==> src/rtl/int_mult.sv <==
// int_mult: signed Baugh-Wooley multiplier with a carry-save tree, a ripple-carry final adder
// and an optional output register.
module int_mult #(
  parameter int W_IN_A  = 8,
  parameter int W_IN_B  = 5,
  parameter int OUT_REG = 0
) (
  input  logic                       clk,
  input  logic                       rst,
  input  logic [W_IN_A-1:0]          in_a,
  input  logic [W_IN_B-1:0]          in_b,
  output logic [W_IN_A+W_IN_B-1:0]   out_x
);
  localparam int W_OUT_X = W_IN_A + W_IN_B;
  localparam int N_ROWS  = W_IN_B + 1;
  function automatic int rows_at(input int l);
    int n;
    n = N_ROWS;
    for (int k = 0; k < l; k++) n = 2 * (n / 3) + n % 3;
    return n;
  endfunction
  function automatic int levels(input int n0);
    int n;
    int l;
    n = n0;
    l = 0;
    while (n > 2) begin
      n = 2 * (n / 3) + n % 3;
      l++;
    end
    return l;
  endfunction
  localparam int N_LVL = levels(N_ROWS);
  // Folds every -2^k term of the inverted MSB row/column, plus the sign weight, into one constant row
  localparam logic [W_OUT_X-1:0] K_CORR = (W_OUT_X'(1) << (W_IN_A - 1))
                                        + (W_OUT_X'(1) << (W_IN_B - 1))
                                        + (W_OUT_X'(1) << (W_OUT_X - 1));
  logic [W_OUT_X-1:0] w_lvl [N_LVL+1][N_ROWS];
  logic [W_OUT_X-1:0] w_sum;
  logic [W_OUT_X-1:0] w_c;
  for (genvar j = 0; j < W_IN_B; j++) begin : g_row
    logic [W_IN_A-1:0] w_pp;
    for (genvar i = 0; i < W_IN_A; i++) begin : g_bit
      assign w_pp[i] = (in_a[i] & in_b[j]) ^ ((i == W_IN_A - 1) != (j == W_IN_B - 1));
    end
    assign w_lvl[0][j] = {{W_IN_B{1'b0}}, w_pp} << j;
  end
  assign w_lvl[0][W_IN_B] = K_CORR;
  for (genvar l = 0; l < N_LVL; l++) begin : g_lvl
    localparam int NI = rows_at(l);
    localparam int NG = NI / 3;
    localparam int NO = 2 * NG + NI % 3;
    for (genvar g = 0; g < NG; g++) begin : g_csa
      logic [W_OUT_X-1:0] w_x, w_y, w_z;
      assign w_x = w_lvl[l][3*g];
      assign w_y = w_lvl[l][3*g+1];
      assign w_z = w_lvl[l][3*g+2];
      assign w_lvl[l+1][2*g]   = w_x ^ w_y ^ w_z;
      assign w_lvl[l+1][2*g+1] = ((w_x & w_y) | (w_x & w_z) | (w_y & w_z)) << 1;
    end
    for (genvar r = 0; r < NI % 3; r++) begin : g_pass
      assign w_lvl[l+1][2*NG+r] = w_lvl[l][3*NG+r];
    end
    for (genvar r = NO; r < N_ROWS; r++) begin : g_zero
      assign w_lvl[l+1][r] = '0;
    end
  end
  assign w_c[0] = 1'b0;
  for (genvar i = 0; i < W_OUT_X; i++) begin : g_rca
    assign w_sum[i] = w_lvl[N_LVL][0][i] ^ w_lvl[N_LVL][1][i] ^ w_c[i];
    if (i < W_OUT_X - 1) begin : g_cy
      assign w_c[i+1] = (w_lvl[N_LVL][0][i] & w_lvl[N_LVL][1][i])
                      | (w_c[i] & (w_lvl[N_LVL][0][i] ^ w_lvl[N_LVL][1][i]));
    end
  end
  if (OUT_REG != 0) begin : g_reg
    logic [W_OUT_X-1:0] r_x;
    always_ff @(posedge clk or posedge rst) begin
      if (rst) r_x <= '0;
      else     r_x <= w_sum;
    end
    assign out_x = r_x;
  end else begin : g_comb
    logic w_unused;
    assign w_unused = clk ^ rst;
    assign out_x    = w_sum;
  end
endmodule

==> config.mk <==
export PLATFORM = sky130hd
export DESIGN_NAME = int_mult
export DESIGN_NICKNAME = d
export VERILOG_FILES = /design/src/rtl/int_mult.sv
export SDC_FILE = /design/constraint.sdc
export NUM_CORES = 1
export LEC_CHECK = 0
export BUFFER_PORTS_ARGS = -buffer_cell sky130_fd_sc_hd__buf_2
export CAP_MARGIN = 30
export CELL_PAD_IN_SITES_DETAIL_PLACEMENT = 0
export CELL_PAD_IN_SITES_GLOBAL_PLACEMENT = 1
export CORE_MARGIN = 10
export CORE_UTILIZATION = 38
export DETAILED_ROUTE_END_ITERATION = 10
export GPL_TIMING_DRIVEN = 0
export PLACE_DENSITY = 0.88
export SYNTH_ARGS = -nofsm -noshare
export SYNTH_HDL_FRONTEND = slang
export SYNTH_SLANG_ARGS = --single-unit
==> constraint.sdc <==
create_clock -name vclk -period 5.1
set_input_delay 0.255 -clock vclk [all_inputs]
set_output_delay 0.255 -clock vclk [all_outputs]
set_load 0.03 [all_outputs]
==> impl_metrics.env <==
export IMPL_synth_seq_area_share_pct=0
export IMPL_drtIter0Drc=32
export IMPL_required_ns=4.85
export IMPL_violations="setup timing"
export IMPL_hold_end="out_x[0]"
export IMPL_setup_viol=2
export IMPL_cp_slowest_stage_delay_ns=0.52
export IMPL_worst_pin_slew_ns=0.1857
export IMPL_dieArea_sq_um=4995
export IMPL_start_util_pct=39.76
export IMPL_pwr_density_cell_nw_per_um2=350.4
export IMPL_syn_area_sq_um=975.9
export IMPL_final_area_sq_um=1265
export IMPL_critPathTopFamily="adder cells"
export IMPL_die_w_microns=70.68
export IMPL_power_leakage_nw=0.6530
export IMPL_critPathSlowestCell="fa_1"
export IMPL_cp_data_arrival_time_ns=4.87
export IMPL_avgRoutedWirePerCell_microns=12.22
export IMPL_num_nets_final=186
export IMPL_area_growth_pct=29.62
export IMPL_wirelength_microns=1943
export IMPL_layout_drive_gt1_share_pct=31.01
export IMPL_syn_avg_cell_area_sq_um=9.568
export IMPL_synth_cell_types=6
export IMPL_hold_start="in_b[0]"
export IMPL_viasPerCell=4.767
export IMPL_worst_path_buf_inv=5
export IMPL_globalplace_congestion=0.7779
export IMPL_period_share_pct=100.5
export IMPL_pre_cts_slack_ns=-0.3599
export IMPL_peakVddDrop_mv=0.2827
export IMPL_cap_violations=0
export IMPL_syn_num_nets=157
export IMPL_antenna_found_initial=0
export IMPL_grt_pass1_vias=915
export IMPL_met3_usage_pct=2.650
export IMPL_slew_headroom_pct=87.62
export IMPL_design_core_area_sq_um=2455
export IMPL_n_antenna_cell=0
export IMPL_core_rowCount=18
export IMPL_met2_usage_pct=16.27
export IMPL_drv_slew=0
export IMPL_grt_pass1_wl_microns=3739
export IMPL_regArea_sq_um=0
export IMPL_gr_usage_met1_pct=9.372
export IMPL_flops_and_latches=0
export IMPL_critPathCaptureType="output pin"
export IMPL_clkbuf_count=0
export IMPL_status="finished, violations left"
export IMPL_busiest_layer="met2"
export IMPL_dp_final_hpwl_microns=1832
export IMPL_crit_type="in -> out"
export IMPL_grt_overflow=0
export IMPL_finalHoldViolations=0
export IMPL_grt_start_max_net_pins=9
export IMPL_crit_path_cell_trace="buf_12 -> nand2_4 -> fa_1 -> inv_1 -> fa_1 -> inv_1 -> fa_1 -> inv_2 -> fa_2 -> fa_2 -> fa_2 -> fa_2 -> fa_2 -> fa_2 -> fa_2 -> xnor2_4 -> buf_6"
export IMPL_die_y_microns=70.68
export IMPL_setup_slack_ns=-0.02777
export IMPL_first_pass_iters=4
export IMPL_crit_fanout=8
export IMPL_cp_start_kind="input pin"
export IMPL_routed_via_count=758
export IMPL_placed_area_sq_um=1180
export IMPL_grt_util_all_layers_pct=8.462
export IMPL_rsz0062_at_grt="true"
export IMPL_portBuffers=26
export IMPL_holdPathStages=3
export IMPL_detail_route_antenna_nets=0
export IMPL_synthCells=102
export IMPL_yosys_warnings=0
export IMPL_clock_fmax_ghz=0.1950
export IMPL_cp_common_cell="fa_2"
export IMPL_holdCritPathClass="in -> out"
export IMPL_drc=0
export IMPL_power_w=0.0004433
export IMPL_fin_crit_ns=5.128
export IMPL_io_pins=28
[cell usage after synthesis]
master	count	share of area (%)
fa_1	26	53
inv_1	21	8.1
nand2_1	23	8.8
and2_1	17	11
xnor2_1	1	0.90
ha_1	14	18
[kinds of logic after synthesis]
| group | share of synthesized area, % |
|---|---|
| XOR/XNOR | 0.8976 |
| AND/OR/NAND/NOR | 19.74 |
| buffers and inverters | 8.077 |
| adder cells (fa/ha/maj) | 71.28 |
[metal layers]
metal	up-vias	wire [microns]	share of wire, %
met5	-	0	0
met1	380	747	38
met3	0	187	9.6
li1	354	-	-
met4	0	0	0
met2	24	1008	52
[metrics by stage]
step	hold WS, ns	setup TNS, ns	cells	util, %
2_1_floorplan	0.7273	0	102	-
3_3_place_gp	0.9307	-0.6475	158	48.06
3_5_place_dp	0.9414	-0.6918	158	48.06
4_1_cts	0.9199	-0.1152	158	50.61
5_1_grt	0.9416	-0.2873	159	51.53
6_report	0.9184	-0.03221	159	51.53
[final cells by class]
class / count / area, sq um
fillers: 240 / 1190
well taps: 30 / 37.54
repair buffers: 27 / 200.2
inverters: 21 / 78.83
multi-input cells: 81 / 948.4
[timing repair]
action | 4_1_cts | 5_1_grt
pin swaps | 8 | 3
endpoints found under the setup margin | 2 | 2
resized for setup | 20 | 5
hold buffers | 0 | 0
setup buffers | 0 | 1
[cell usage in the layout (no fill, tap or decap)]
cell / n
buf_4: 2
ha_2: 1
buf_12: 1
buf_2: 18
nand2_4: 1
inv_2: 1
nand2_2: 2
xnor2_4: 1
buf_8: 2
fa_1: 19
nand2_1: 20
fa_2: 7
ha_1: 13
buf_6: 4
and2_1: 17
inv_1: 20
[report_power, final]
part           leakage [nW]  total, W  internal (W)  switching, W
sequential                0         0             0             0
combinational         0.653  0.000443      0.000162      0.000281
clock                     0         0             0             0
total                 0.653  0.000443      0.000162      0.000281
[worst max path at each step]
stage | from | endpoint | depth (start not counted)
final | in_b[2] | out_x[12] | 17
after global routing | in_b[2] | out_x[12] | 17
after CTS | in_b[2] | out_x[12] | 17
after detailed placement | in_b[2] | out_x[12] | 17
after global placement | in_b[2] | out_x[12] | 17
after floorplan | in_a[3] | out_x[12] | 15
Note: power is estimated with default switching activity, not from simulation.
